### config.mk
export PLATFORM = sky130hd
export DESIGN_NAME = bus_arb
export DESIGN_NICKNAME = d
export VERILOG_FILES = /design/src/rtl/bus_arb.sv
export SDC_FILE = /design/constraint.sdc
export NUM_CORES = 1
export LEC_CHECK = 0
export CORE_AREA = 4 4 107 109
export DETAILED_ROUTE_END_ITERATION = 6
export DIE_AREA = 0 0 111 113
export GPL_ROUTABILITY_DRIVEN = 0
export PLACE_DENSITY = 0.78
export SYNTH_ARGS = -nofsm -noshare
export SYNTH_HDL_FRONTEND = slang
export SYNTH_SLANG_ARGS = --single-unit
### constraint.sdc
create_clock -name clk_i -period 1.6 [get_ports clk_i]
set_clock_uncertainty 0.15 [all_clocks]
set_input_delay 0.24 -clock clk_i [delete_from_list [all_inputs] [get_ports clk_i]]
set_output_delay 0.24 -clock clk_i [all_outputs]
set_load 0.01 [all_outputs]
### src/rtl/bus_arb.sv
// Two-master arbiter for the shared bexkat1 memory bus: fetch (m0) versus memory stage (m1).
// Data has priority unless fetch has waited STARVE_MAX cycles; hung cycles are ended by an error pulse.
module bus_arb #(
    parameter int unsigned STARVE_MAX = 4,
    parameter int unsigned TIMEOUT    = 255
) (
    input  logic        clk_i,
    input  logic        rst_ni,
    input  logic        m0_cyc_i,
    input  logic        m0_we_i,
    input  logic [31:0] m0_adr_i,
    input  logic [3:0]  m0_sel_i,
    input  logic [31:0] m0_dat_i,
    input  logic        m1_cyc_i,
    input  logic        m1_we_i,
    input  logic [31:0] m1_adr_i,
    input  logic [3:0]  m1_sel_i,
    input  logic [31:0] m1_dat_i,
    output logic        m0_ack_o,
    output logic        m0_err_o,
    output logic        m1_ack_o,
    output logic        m1_err_o,
    output logic [31:0] m_dat_o,
    output logic        s_cyc_o,
    output logic        s_we_o,
    output logic [31:0] s_adr_o,
    output logic [3:0]  s_sel_o,
    output logic [31:0] s_dat_o,
    input  logic        s_ack_i,
    input  logic [31:0] s_dat_i,
    output logic [1:0]  grant_o
);

    typedef enum logic [1:0] {
        IDLE = 2'd0,
        GNT0 = 2'd1,
        GNT1 = 2'd2
    } state_t;

    localparam logic [7:0] TO_LAST    = 8'(TIMEOUT - 1);
    localparam logic [3:0] STARVE_LIM = 4'(STARVE_MAX);

    state_t     r_state;
    state_t     w_state_next;
    logic [7:0] r_to_cnt;
    logic [3:0] r_starve_cnt;
    logic       w_own_cyc;
    logic       w_timeout_hit;
    logic       w_done;

    always_comb begin
        w_own_cyc = 1'b0;
        case (r_state)
            GNT0:    w_own_cyc = m0_cyc_i;
            GNT1:    w_own_cyc = m1_cyc_i;
            default: w_own_cyc = 1'b0;
        endcase
    end

    // An ack in the last allowed cycle beats the timeout.
    assign w_timeout_hit = w_own_cyc & ~s_ack_i & (r_to_cnt == TO_LAST);
    assign w_done        = s_ack_i | ~w_own_cyc | w_timeout_hit;

    always_ff @(posedge clk_i or negedge rst_ni) begin
        if (!rst_ni) begin
            r_state <= IDLE;
        end else begin
            r_state <= w_state_next;
        end
    end

    always_comb begin
        w_state_next = r_state;
        case (r_state)
            IDLE: begin
                if (m0_cyc_i && m1_cyc_i) begin
                    w_state_next = (r_starve_cnt >= STARVE_LIM) ? GNT0 : GNT1;
                end else if (m0_cyc_i) begin
                    w_state_next = GNT0;
                end else if (m1_cyc_i) begin
                    w_state_next = GNT1;
                end
            end
            GNT0, GNT1: begin
                if (w_done) begin
                    w_state_next = IDLE;
                end
            end
            default: w_state_next = IDLE;
        endcase
    end

    always_comb begin
        s_cyc_o  = 1'b0;
        s_we_o   = 1'b0;
        s_adr_o  = '0;
        s_sel_o  = '0;
        s_dat_o  = '0;
        m0_ack_o = 1'b0;
        m0_err_o = 1'b0;
        m1_ack_o = 1'b0;
        m1_err_o = 1'b0;
        case (r_state)
            GNT0: begin
                s_cyc_o  = m0_cyc_i & ~w_timeout_hit;
                s_we_o   = m0_we_i;
                s_adr_o  = m0_adr_i;
                s_sel_o  = m0_sel_i;
                s_dat_o  = m0_dat_i;
                m0_ack_o = s_ack_i & m0_cyc_i;
                m0_err_o = w_timeout_hit;
            end
            GNT1: begin
                s_cyc_o  = m1_cyc_i & ~w_timeout_hit;
                s_we_o   = m1_we_i;
                s_adr_o  = m1_adr_i;
                s_sel_o  = m1_sel_i;
                s_dat_o  = m1_dat_i;
                m1_ack_o = s_ack_i & m1_cyc_i;
                m1_err_o = w_timeout_hit;
            end
            default: ;
        endcase
    end

    assign grant_o = {r_state == GNT1, r_state == GNT0};
    assign m_dat_o = s_dat_i;

    // Timeout counter is held at zero in IDLE so every grant starts fresh.
    always_ff @(posedge clk_i or negedge rst_ni) begin
        if (!rst_ni) begin
            r_to_cnt     <= '0;
            r_starve_cnt <= '0;
        end else begin
            if (r_state == IDLE) begin
                r_to_cnt <= '0;
            end else if (!s_ack_i) begin
                r_to_cnt <= r_to_cnt + 8'd1;
            end

            if (!m0_cyc_i) begin
                r_starve_cnt <= '0;
            end else if (r_state == IDLE && w_state_next == GNT0) begin
                r_starve_cnt <= '0;
            end else if (r_state != GNT0 && r_starve_cnt != 4'hF) begin
                r_starve_cnt <= r_starve_cnt + 4'd1;
            end
        end
    end

endmodule

# Word level (Yosys, flattened, before mapping)
# Index checks and enable logic that the tools add are counted.
[totals] mem_count=0 register_bits=14 latchBits=0 in_bits=175 rom_bits=0 wordCells=51 mem_bits_rw=0 out_inout_bits=108
[classes] n_mux=21 multipliers=0 addsub=2 eq_ne=8 n_reduce_logical=5 order_cmp=1 bitwise=11 div_mod_pow=0 shifts=0
[ops] cell="case mux 32 bit (2 select lines)" count=2
[ops] cell="two-way mux 8 bit" count=2
[ops] cell="two-way mux 4 bit" count=3
[ops] cell="two-way mux 2 bit" count=5
[ops] cell="adder 8 x 1 -> 8 bit (second input constant)" count=1
[ops] cell="equality test 8 bit (second input constant)" count=1
[ops] cell="case mux 4 bit (2 select lines)" count=1
[ops] cell="bitwise AND 1 bit" count=6
[ops] cell="case mux 1 bit (2 select lines)" count=3
[ops] cell="adder 4 x 1 -> 4 bit (second input constant)" count=1
[ops] cell="equality test 2 x 1 -> 1 bit (second input constant)" count=2
[ops] cell=">= comparator 4 x 3 -> 1 bit (second input constant)" count=1
[ops] cell="two-way mux 1 bit" count=4
[ops] cell="!= test 2 x 1 -> 1 bit (second input constant)" count=2
[ops] cell="!= test 4 bit (second input constant)" count=1
[ops] cell="case mux 2 bit (2 select lines)" count=1
[ops] cell="logical AND 1 bit" count=3
[ops] cell="!= test 3 x 1 -> 1 bit (second input constant)" count=1
[ops] cell="inverter 1 bit" count=3
[ops] cell="equality test 2 bit (second input constant)" count=1
[ops] cell="zero test 2 bit" count=1
[ops] cell="bitwise OR 1 bit" count=2
[ops] cell="OR reduction 2 bit" count=1

# Logic depth before layout (Yosys ltp)
# Gate-level depths: netlist of run 1.
[depth] ltp_word=11 depth_mapped=7 depth_no_buf=6

# Worst setup path after synthesis of run 1
# OpenSTA, ideal clock, no wires.
[synth_timing] path_type="flip-flop to output port" from="register r_state[0]" to="output port s_adr_o[17]" n_path_buf=2 stages_incl_launch_ff=7 t_arrival_ns=1.475 required_time_ns=1.210 setup_slack_ns=-0.265 path_cell_list="dfrtp_1 inv_1 ha_1 buf_4 clkbuf_1 a22oi_1 nor2b_1"
[synth_via] elab_chain_len=2 elab_cells_between_ends=3 cone_classes="eq/ne: 2; mux: 1"
[synth_rtl] element="start: declaration" line="43" rtl="state_t r_state;"
[synth_rtl] element="start signal: assignment" line="68" rtl="r_state <= w_state_next;"
[synth_rtl] element="equality test 2 bit"
[synth_rtl] element="net grant_o[1]" line="31" rtl="output logic [1:0] grant_o"
[synth_rtl] element="case mux 32 bit (2 select lines)" line="103" rtl="case (r_state)"
[synth_rtl] element="end: declaration" line="26" rtl="output logic [31:0] s_adr_o,"
# The timed path passes the listed nets, and every way through them passes these cells.

# Final worst setup path of run 1
[layout_timing] from="register r_state[1]" to="output port m1_err_o"
[layout_via] elab_chain_len=5 elab_cells_between_ends=6 cone_classes="eq/ne: 2; mux: 2; bitwise: 2"
[layout_rtl] element="equality test 2 bit or equality test 2 x 1 -> 1 bit (tied branches)" line="53, 103"
[layout_rtl] element="case mux 1 bit (2 select lines)" line="53" rtl="case (r_state)"
[layout_rtl] element="bitwise AND 1 bit (2 in a row)" line="61" rtl="assign w_timeout_hit = w_own_cyc & ~s_ack_i & (r_to_cnt == TO_LAST);"
[layout_rtl] element="two-way mux 1 bit *" line="103"
[layout_rtl] element="end: declaration" line="22" rtl="output logic m1_err_o,"
# Every way passes the cells marked *; elsewhere a longest branch is shown, timed or not.

==> results of run 1 <==
-- worst paths after layout --
kind	start	end	slack [ps]	cells after the start
max	r_state[1]$_DFF_PN0_	m1_err_o	-510	6
min	rst_ni	r_starve_cnt[0]$_DFFE_PN0P_	150	2
max reg2reg	r_state[1]$_DFF_PN0_	r_starve_cnt[3]$_DFFE_PN0P_	-370	8
min reg2reg	r_starve_cnt[1]$_DFFE_PN0P_	r_starve_cnt[1]$_DFFE_PN0P_	440	2
max in group asynchronous	rst_ni	r_state[1]$_DFF_PN0_	980	2
min in group clk_i	s_dat_i[12]	m_dat_o[12]	330	0
-- layer usage --
| layer | GRT usage | up-vias |
|---|---|---|
| met2 | 0.367 | 142 |
| met4 | 0.0238 | 0 |
| li1 | - | 1460 |
| met5 | 0 | - |
| met3 | 0.0642 | 8 |
| met1 | 0.230 | 1527 |
-- cell type report --
cell class	count	area share
multi-input combinational	210	0.373
tap	140	0.0310
clock buffer	4	0.00976
inverter	5	0.00333
sequential	14	0.0621
timing repair buffer	283	0.521
-- synthesized netlist by cell type, types with 2 or more instances --
cell,n
a21oi_1,7
a22oi_1,70
and3_1,4
buf_2,14
buf_4,33
clkbuf_1,10
dfrtp_1,14
ha_1,7
inv_1,5
nand2_1,2
nand3_1,3
nand3b_1,2
nand4b_1,2
nor2_1,12
nor2b_1,72
nor3_2,2
o21ai_0,4
xnor2_1,4
xor2_1,3
-- repair_timing --
item                                    CTS  global route
resized for setup                       426            74
gates cloned                              9             4
endpoints found under the hold margin     0             0
buffers inserted                         14             5
hold buffers                              0             0
endpoints found under the setup margin   82            83
pin swaps                                43            30
-- power by group through the flow --
| stage | sequential [mW] | combinational (mW) | clock (mW) |
|---|---|---|---|
| floorplan | 0.491 | 2.58 | 0 |
| global placement | 0.467 | 4.72 | 0 |
| detailed placement | 0.472 | 4.80 | 0 |
| CTS | 0.464 | 6.34 | 0.361 |
| global route | 0.481 | 7.71 | 0.373 |
| finish | 0.468 | 7.29 | 0.346 |
-- cells by family (layout without fill, tap and decap cells) --
kind of cell | after synthesis | in the layout | share of synthesized area
AOI/OAI and AO/OA | 86 | 86 | 0.285
xor gates and xnor gates | 7 | 7 | 0.0277
and+or+nand+nor | 108 | 108 | 0.306
muxes | 2 | 2 | 0.00959
buffers and inverters | 63 | 292 | 0.174
adders and majority gates | 7 | 7 | 0.0395
DFF | 14 | 14 | 0.158
-- stage by stage --
| stage | hold slack [ps] | power (mW) |
|---|---|---|
| after floorplan | -206 | 3.08 |
| after global placement | 330 | 5.18 |
| after detailed placement | 330 | 5.27 |
| after CTS | 150 | 7.16 |
| after global routing | 190 | 8.56 |
| final | 150 | 8.10 |
-- state kept, by name, indices dropped and copies added (netlist names) --
register	flops
r_state	2
r_starve_cnt	4
r_to_cnt	8
==> results.yml, run 1 <==
synth:
  syn_area_mm2: 0.00222
  synth-async-reset-ratio: 1.00
  ys_ff_latch: 14
  post_synth_top_area_share: 0.237
  synth_seq_area_share: 0.158
  synth.top_cells.by_area: "a22oi_1, nor2b_1, dfrtp_1"
  yosysWarnings: 0
  netlist_instances: 287
  distinct_cells_synth: 36
  synth.largest_area_cell: "a22oi_1"
  post_synth_net_total: 469
  synth_ff_type: "dfrtp_1"
  synth_area_per_cell_um2: 7.73
  post_synth_edffs: 0
global_routing:
  overflow: 0
  grt_util_all_layers: 0.198
  number_of_global_route_vias_before_repair: 3409
  antenna_violations_before_repair: 0
  grt_pass1_wl_mm: 19.9
  grt_start_max_net_pins: 33
worst_setup_path:
  cp-end-kind: "primary output"
  cell_chain_critical_path: "inv_2 > buf_6 > ha_4 > nor3b_4 > and3_4 > buf_6"
  crit_required_ps: 1210
  critical_path_class: "reg -> out"
  cell_class_contributing_the_biggest_share_of_worst_path_delay: "simple AND/OR/NAND/NOR gates"
  critical_path.most_common_cell: "buf_6"
  cp.arrival_ps: 1720
  worst-path-max-fanout: 4
  cell_with_the_largest_stage_delay_on_the_worst_path: "dfrtp_1"
  cpPeakStageDelay_ps: 380
  path_buf_inv: 3
  setup.worst_path.start_class: "flip-flop"
clock_network:
  clock_tree.root_cell: "clkbuf_8"
  clk_pin_slew_ps: 60
  cts_buffers: 3
  cts_sinks: 14
  cts_max_path_buffers: 2
  tritoncts: "done"
  htreeDepth: 1
  clock_latency_ps: 240
placement:
  port-buffer-count: 218
  place_area_mm2: 0.00457
  hpwl_mm: 9.39
  preCtsSetupSlack_ps: -703
  post-place-cells: 621
floorplan:
  floorplan.die.height_um: 113
  design.portCount: 283
  design.core.area_mm2: 0.0106
  die_width_um: 111
  core.rowCount: 38
  die_area_mm2: 0.0125
  initial_utilization: 0.209
timing:
  final-max-slew-violation-count: 0
  fin_ws_ps: -514
  fmaxAchievable_mhz: 473
  finalCriticalPeriod_ps: 2110
  worst_pin_slew_ps: 343
  setup_total_negative_slack_ps: -34440
  finalSetupViolations: 82
  period_share: 1.32
  timing.max_slew.rel_slack: 0.768
  hold_violations: 0
  grt_setup_unrepaired: "yes"
drt:
  wl_per_cell_um: 21.0
  drt_iter0_drc: 133
  drt_first_pass_iters: 4
  wl_met2_mm: 7.27
  routed.top_layer: "met4"
  post-route-drc-count: 0
  finalWirelength_mm: 13.7
  avgViaCountPerCell: 4.78
  num_vias: 3137
  routedLengthMet1_mm: 5.39
  antenna_violating_nets_left: 0
  detailroute.wirelength.met3_mm: 1.00
power_and_ir_drop:
  pwr_density_cell_mw_per_mm2: 1440
  clkPwrFrac: 0.043
  leakagePower_nw: 2.23
  vdd_drop_max_mv: 1.23
  p_int_mw: 4.89
  p_comb_frac: 0.900
  power_switching_share: 0.397
  net-switching-power_mw: 3.22
  seq_power_share: 0.058
worst_hold_path:
  timing.hold.worst.class: "in -> async"
finish:
  final_net_count: 699
  drive_gt1_frac: 0.523
  final_cell_mix: "clkdlybuf4s50_1, a22oi_2, buf_2, buf_6, nor2b_1"
  final.fill_count: 940
  area.sequential_um2: 350
  multi_input_area_mm2: 0.00211
  most_frequent_standard_cell_in_the_layout_excluding_fill_and_tap_cells: "clkdlybuf4s50_1"
  final_cells: 656
  antenna_cells: 0
  area_growth_syn_to_layout_pct: 155
  final_cell_area_mm2: 0.00564
  final_util: 0.532
status:
  outcome: "complete, but fails checks"
  violations: "negative setup slack"
run:
  timing.max_cap.violations: 0
Note: power is estimated with default switching activity, not from simulation.
==> run 2, diff against run 1 <==
--- a/config.mk
+++ b/config.mk
@@ -8,8 +8,8 @@
 export CORE_AREA = 4 4 107 109
 export DETAILED_ROUTE_END_ITERATION = 6
 export DIE_AREA = 0 0 111 113
-export GPL_ROUTABILITY_DRIVEN = 0
-export PLACE_DENSITY = 0.78
+export DONT_BUFFER_PORTS = 1
+export PLACE_DENSITY = 0.42
 export SYNTH_ARGS = -nofsm -noshare
 export SYNTH_HDL_FRONTEND = slang
 export SYNTH_SLANG_ARGS = --single-unit
==> run 2 against run 1 <==
  * The run still ends with negative setup slack left
  * Sequential share of layout area grew 3.7 points
  * Clock power is essentially flat
  * Critical path depth shrank 2
  * Global-route usage shrank 5.0 points
  * Critical path type unchanged
  * Critical endpoint is now s_dat_o[17]
  * Hold slack lost 94 ps
==> results.yml, run 2 (same netlist as run 1, synthesis figures left out) <==
status:
  outcome: "complete, but fails checks"
  violations: "negative setup slack"
timing:
  finalCriticalPeriod_ps: 2050
  period_share: 1.28
  grt_setup_unrepaired: "yes"
  finalSetupViolations: 82
  final-max-slew-violation-count: 0
  worst_pin_slew_ps: 651
  fin_ws_ps: -455
  hold_ws_ps: 56.1
  hold_violations: 0
  timing.max_slew.rel_slack: 0.565
  fmaxAchievable_mhz: 487
finish:
  layout_top_registers: "r_to_cnt (8), r_starve_cnt (4), r_state (2)"
  final_net_count: 490
  final_cell_mix: "nor2b_2, buf_4, a22oi_1, a22oi_2"
  final.fill_count: 1082
  largest_register_ff_count: 8
  drive_gt1_frac: 0.616
  antenna_cells: 0
  most_frequent_standard_cell_in_the_layout_excluding_fill_and_tap_cells: "nor2b_2"
  area_growth_syn_to_layout_pct: 58.9
  final_cell_area_mm2: 0.00352
  max_flop_register: "r_to_cnt"
worst_setup_path:
  critical_path_class: "reg -> out"
  setup.reg_to_reg.worst_slack_ps: -200
  reg2regPathDepth: 6
  cp-end-kind: "primary output"
  cell_chain_critical_path: "inv_2 > ha_4 > bufbuf_16 > nor2b_1"
  worst-path-max-fanout: 14
  cpPeakStageDelay_ps: 420
  cp.arrival_ps: 1660
  crit_required_ps: 1210
  setup.worst_path.start_class: "flip-flop"
  critical_path.reg2reg.startpoint: "r_state[1]$_DFF_PN0_"
  worst_r2r_endpoint: "r_state[1]$_DFF_PN0_"
  cell_with_the_largest_stage_delay_on_the_worst_path: "dfrtp_1"
floorplan:
  floorplan.die.height_um: 113
  design.portCount: 283
  die_width_um: 111
  core.rowCount: 38
  initial_utilization: 0.209
  die_area_mm2: 0.0125
  design.core.area_mm2: 0.0106
drt:
  num_vias: 2348
  antenna_violating_nets_left: 0
  finalWirelength_mm: 10.8
  post-route-drc-count: 0
  avgViaCountPerCell: 5.25
  drt_first_pass_iters: 4
  wl_per_cell_um: 24.2
  drt_iter0_drc: 132
global_routing:
  number_of_global_route_vias_before_repair: 2344
  overflow: 0
  grt_util_all_layers: 0.148
  grt_pass1_wl_mm: 14.6
  grt_start_max_net_pins: 36
  antenna_violations_before_repair: 0
clock_network:
  tritoncts: "done"
  cts_max_path_buffers: 2
  clock_latency_ps: 250
  cts_sinks: 14
  htreeDepth: 1
  clock_tree.root_cell: "clkbuf_8"
  cts_buffers: 3
  clk_pin_slew_ps: 60
placement:
  place_area_mm2: 0.00249
  port-buffer-count: 0
  routabilityCongestion: 0.851
  hpwl_mm: 7.40
power_and_ir_drop:
  seq_power_share: 0.069
  pwr_density_cell_mw_per_mm2: 1930
  clkPwrFrac: 0.051
  p_int_mw: 4.01
  p_comb_frac: 0.880
  vdd_drop_max_mv: 0.734
  net-switching-power_mw: 2.78
  power_switching_share: 0.409
  leakagePower_nw: 1.27
  design_power_total_mw: 6.79
worst_hold_path:
  hold-path-cell-count: 3
  hp_start: "s_ack_i"
  timing.hold.worst.class: "in -> reg"
  timing.hold.worst_endpoint: "r_to_cnt[1]$_DFFE_PN0P_"
run:
  timing.max_cap.violations: 0
## run 2: cell types whose count changed in the layout (fill, tap and decap cells not counted), moves of 10 or more
cell | previous run | this run
clkdlybuf4s50_1 | 142 | 0
buf_2 | 47 | 0
a22oi_1 | 3 | 37
a22oi_2 | 67 | 33
buf_6 | 38 | 5
nor2b_2 | 15 | 46
nor2b_1 | 35 | 14
buf_4 | 25 | 39
nor2b_4 | 22 | 12
## run 2: how the worst max path moves through the flow
stage,start,to,slack [ps],depth (start not counted)
after floorplan,r_state[0]$_DFF_PN0_,m0_err_o,-90,5
after global placement,r_state[0]$_DFF_PN0_,s_dat_o[2],-230,6
after detailed placement,r_state[0]$_DFF_PN0_,s_adr_o[30],-260,6
after CTS,r_state[1]$_DFF_PN0_,s_adr_o[3],-450,7
after global routing,r_state[1]$_DFF_PN0_,m1_err_o,-530,4
final,r_state[1]$_DFF_PN0_,s_dat_o[17],-450,4
## run 2: critical path, delay by kind of cell (launching register included)
family / cells / cell delay, ps
buf+inv: 2 / 390
flops: 1 / 420
simple gates: 1 / 240
fa+ha+maj: 1 / 370
## run 2: routing by layer
| layer | wire, um | GRT usage |
|---|---|---|
| met2 | 5520 | 0.249 |
| met3 | 934 | 0.0406 |
| met4 | 90 | 0.0345 |
| met5 | 0 | 0 |
| met1 | 4250 | 0.191 |
## run 2: power by group through the flow
stage	logic [mW]	registers [mW]	clock network [mW]
after floorplan	2.58	0.491	0
after global placement	3.47	0.468	0
after detailed placement	3.54	0.470	0
after CTS	5.30	0.467	0.356
after global routing	6.36	0.479	0.379
final	5.97	0.469	0.345
## run 2: through the flow
step,utilization,instances,setup TNS (ps),setup slack [ps]
final,0.332,447,-29510,-455
after global routing,0.332,447,-36400,-530
after CTS,0.309,439,-29430,-446
after detailed placement,0.235,417,-12580,-264
after global placement,0.235,417,-11570,-227
after floorplan,-,287,-4910,-87.4
## run 2: what timing repair did
item | CTS | global route
cloned | 10 | 6
endpoints found under the hold margin | 16 | 0
resized for setup | 100 | 30
buffers inserted | 7 | 5
endpoints found under the setup margin | 82 | 84
pin swaps | 6 | 11
hold buffers | 2 | 0
## run 2: area by class of cell
class	instances	area [um2]	area share
repair buffers	74	987	0.280
flip-flops and latches	14	350	0.0995
inverters	5	18.8	0.00533
well taps	140	175	0.0497
clock buffers	4	55.1	0.0156
multi-input cells	210	1940	0.550
==> variant, RTL diff (settings of run 1) <==
The parameter `TIMEOUT` goes from 255 to 191.
--- a/src/rtl/bus_arb.sv
+++ b/src/rtl/bus_arb.sv
@@ -4,3 +4,3 @@
     parameter int unsigned STARVE_MAX = 4,
-    parameter int unsigned TIMEOUT    = 255
+    parameter int unsigned TIMEOUT    = 191
 ) (
Check against the original RTL: no difference found for any inputs over 10 cycles, from zero or initial values and one cycle with rst_ni low; that may be too few to reach the edited logic, so the function may still have changed.
==> variant against run 1 <==
The run still ends with negative setup slack left. Non-clock buffer count increased by 9. Combinational power decreased by 3.8%. Total power decreased by 3.3%. Register-to-register slack got worse by 0.04 ns. Core utilization decreased by 2.1 points. Routed wire length decreased by 7.5%. Maximum frequency decreased by 2.6%. Area after synthesis increased by 1.5%. Worst setup slack got worse by 0.056 ns. Final area decreased by 4.0%. Sequential cell count unchanged. Count of clock-buffer cells in the layout unchanged. Highest routed layer unchanged.
==> variant: results (changes against run 1) <==
metric	value	unit	change
status	complete, but fails checks		
violations	negative setup slack		
setup_ws	-0.570	ns	-0.0564 ns
grt_pass1_vias	3341		-2.0%
crit_fanout	5		+1
slew_headroom	78.6	%	+1.8 points
yosysWarnings	0		unchanged
post_drt_via_cell_ratio	4.82		+0.72%
syn_nets	469		unchanged
reg.largest.list	r_to_cnt (8), r_starve_cnt (4), r_state (2)		
dp_hpwl	7830	µm	-17%
synth_ff_type	dfrtp_1		
tns	-36.43	ns	-1.99 ns
drtIter0Drc	153		+15%
whs	0.140	ns	-0.00957 ns
crit_arrival	1.78	ns	+0.06 ns
drive_gt1_share	44.8	%	-7.6 points
grt_max_degree	28		-15%
cap_violations	0		unchanged
synth_compound_area_share	28.2	%	-0.26 points
place_ws	-0.717	ns	-0.0143 ns
finalWirelength	12700	µm	-7.5%
synth.distinct_cells	37		+2.8%
via_count	3203		+2.1%
r2r_slack	-0.41	ns	-0.04 ns
synthMuxAreaShare	0.945	%	-0.014 points
grt_usage	16.6	%	-3.2 points
async_reset_ff_share	100	%	unchanged
grt_pass1_wl	17200	µm	-14%
synth_adder_area_share	3.89	%	-0.059 points
fin_nets	708		+1.3%
numCtsBuffers	3		unchanged
ir_worst_vdd	766	µV	-38%
ys_top_cells_by_area	a22oi_1 23%, nor2b_1 20%, dfrtp_1 16%		
setup_viol	82		unchanged
post-place-cells	618		-0.48%
synth_xor_area_share	2.72	%	-0.042 points
worst_path_largest_cell_delay	0.41	ns	+0.03 ns
seq_area_frac_synth	15.6	%	-0.24 points
drt_pass1_iterations	4		unchanged
synth_edf_count	0		unchanged
power.leakage	2.30	nW	+2.8%
synthTopCellsByCount	72 x nor2b_1, 70 x a22oi_1, 32 x buf_4, 16 x buf_2, 14 x dfrtp_1		
## variant: what timing repair did
action,CTS,global route
gates resized for setup,213,203
hold buffers,0,0
pin swaps,6,25
setup endpoints to repair,82,82
setup buffers,13,24
hold endpoints to repair,0,0
gates cloned,6,7
## variant: layout make-up
| cell class | count | area (µm²) |
|---|---|---|
| Multi-Input combinational cell | 210 | 1920 |
| Tap cell | 140 | 175 |
| Fill cell | 916 | 5180 |
| Clock buffer | 4 | 55.1 |
| Timing Repair Buffer | 292 | 2900 |
| Sequential cell | 14 | 350 |
| Inverter | 5 | 18.8 |
## variant: per-stage QoR
step                area [µm²]  utilization, %
global placement          4520            42.6
CTS                       4930            46.5
floorplan                 2280               -
finish                    5420            51.1
global route              5420            51.1
detailed placement        4520            42.6
## variant: critical path, delay by kind of cell (launching register included)
kind / cells / cell delay (ns)
buf+inv: 3 / 0.34
simple gates: 2 / 0.49
flops: 1 / 0.41
compound gates: 1 / 0.07
fa+ha+maj: 1 / 0.21
## variant: path summary, 6_finish.rpt
path                                 startpoint              end  depth (start not counted)
worst min-delay path                     rst_ni       r_state[0]                          2
min in group clk_i                  s_dat_i[18]      m_dat_o[18]                          0
worst max-delay path                 r_state[1]         m0_err_o                          7
worst max register to register       r_state[0]  r_starve_cnt[3]                          8
max in group asynchronous                rst_ni      r_to_cnt[6]                          2
worst min register to register  r_starve_cnt[0]  r_starve_cnt[0]                          2
## variant: cells by family (layout without fill, tap and decap cells)
logic type	count (synthesis)	after routing
mux	2	2
fa+ha+maj	7	7
xor+xnor	7	7
simple gates	108	108
compound gates	86	86
flops	14	14
buf+inv	63	301
## variant: layer usage
layer	part of all wire, %	vias to the layer above	routed length [µm]	global-route usage (%)
met2	51	181	6530	30.1
met4	1.3	0	161	2.96
li1	-	1480	-	-
met3	7.9	28	1010	5.13
met1	39	1514	5020	19.5
met5	0	-	0	0
## variant: report_power, final
group	switching, mW	total [mW]	internal, mW
clock	0.138	0.356	0.218
combinational	2.96	7.01	4.06
sequential	0.0543	0.470	0.416
total	3.15	7.84	4.69
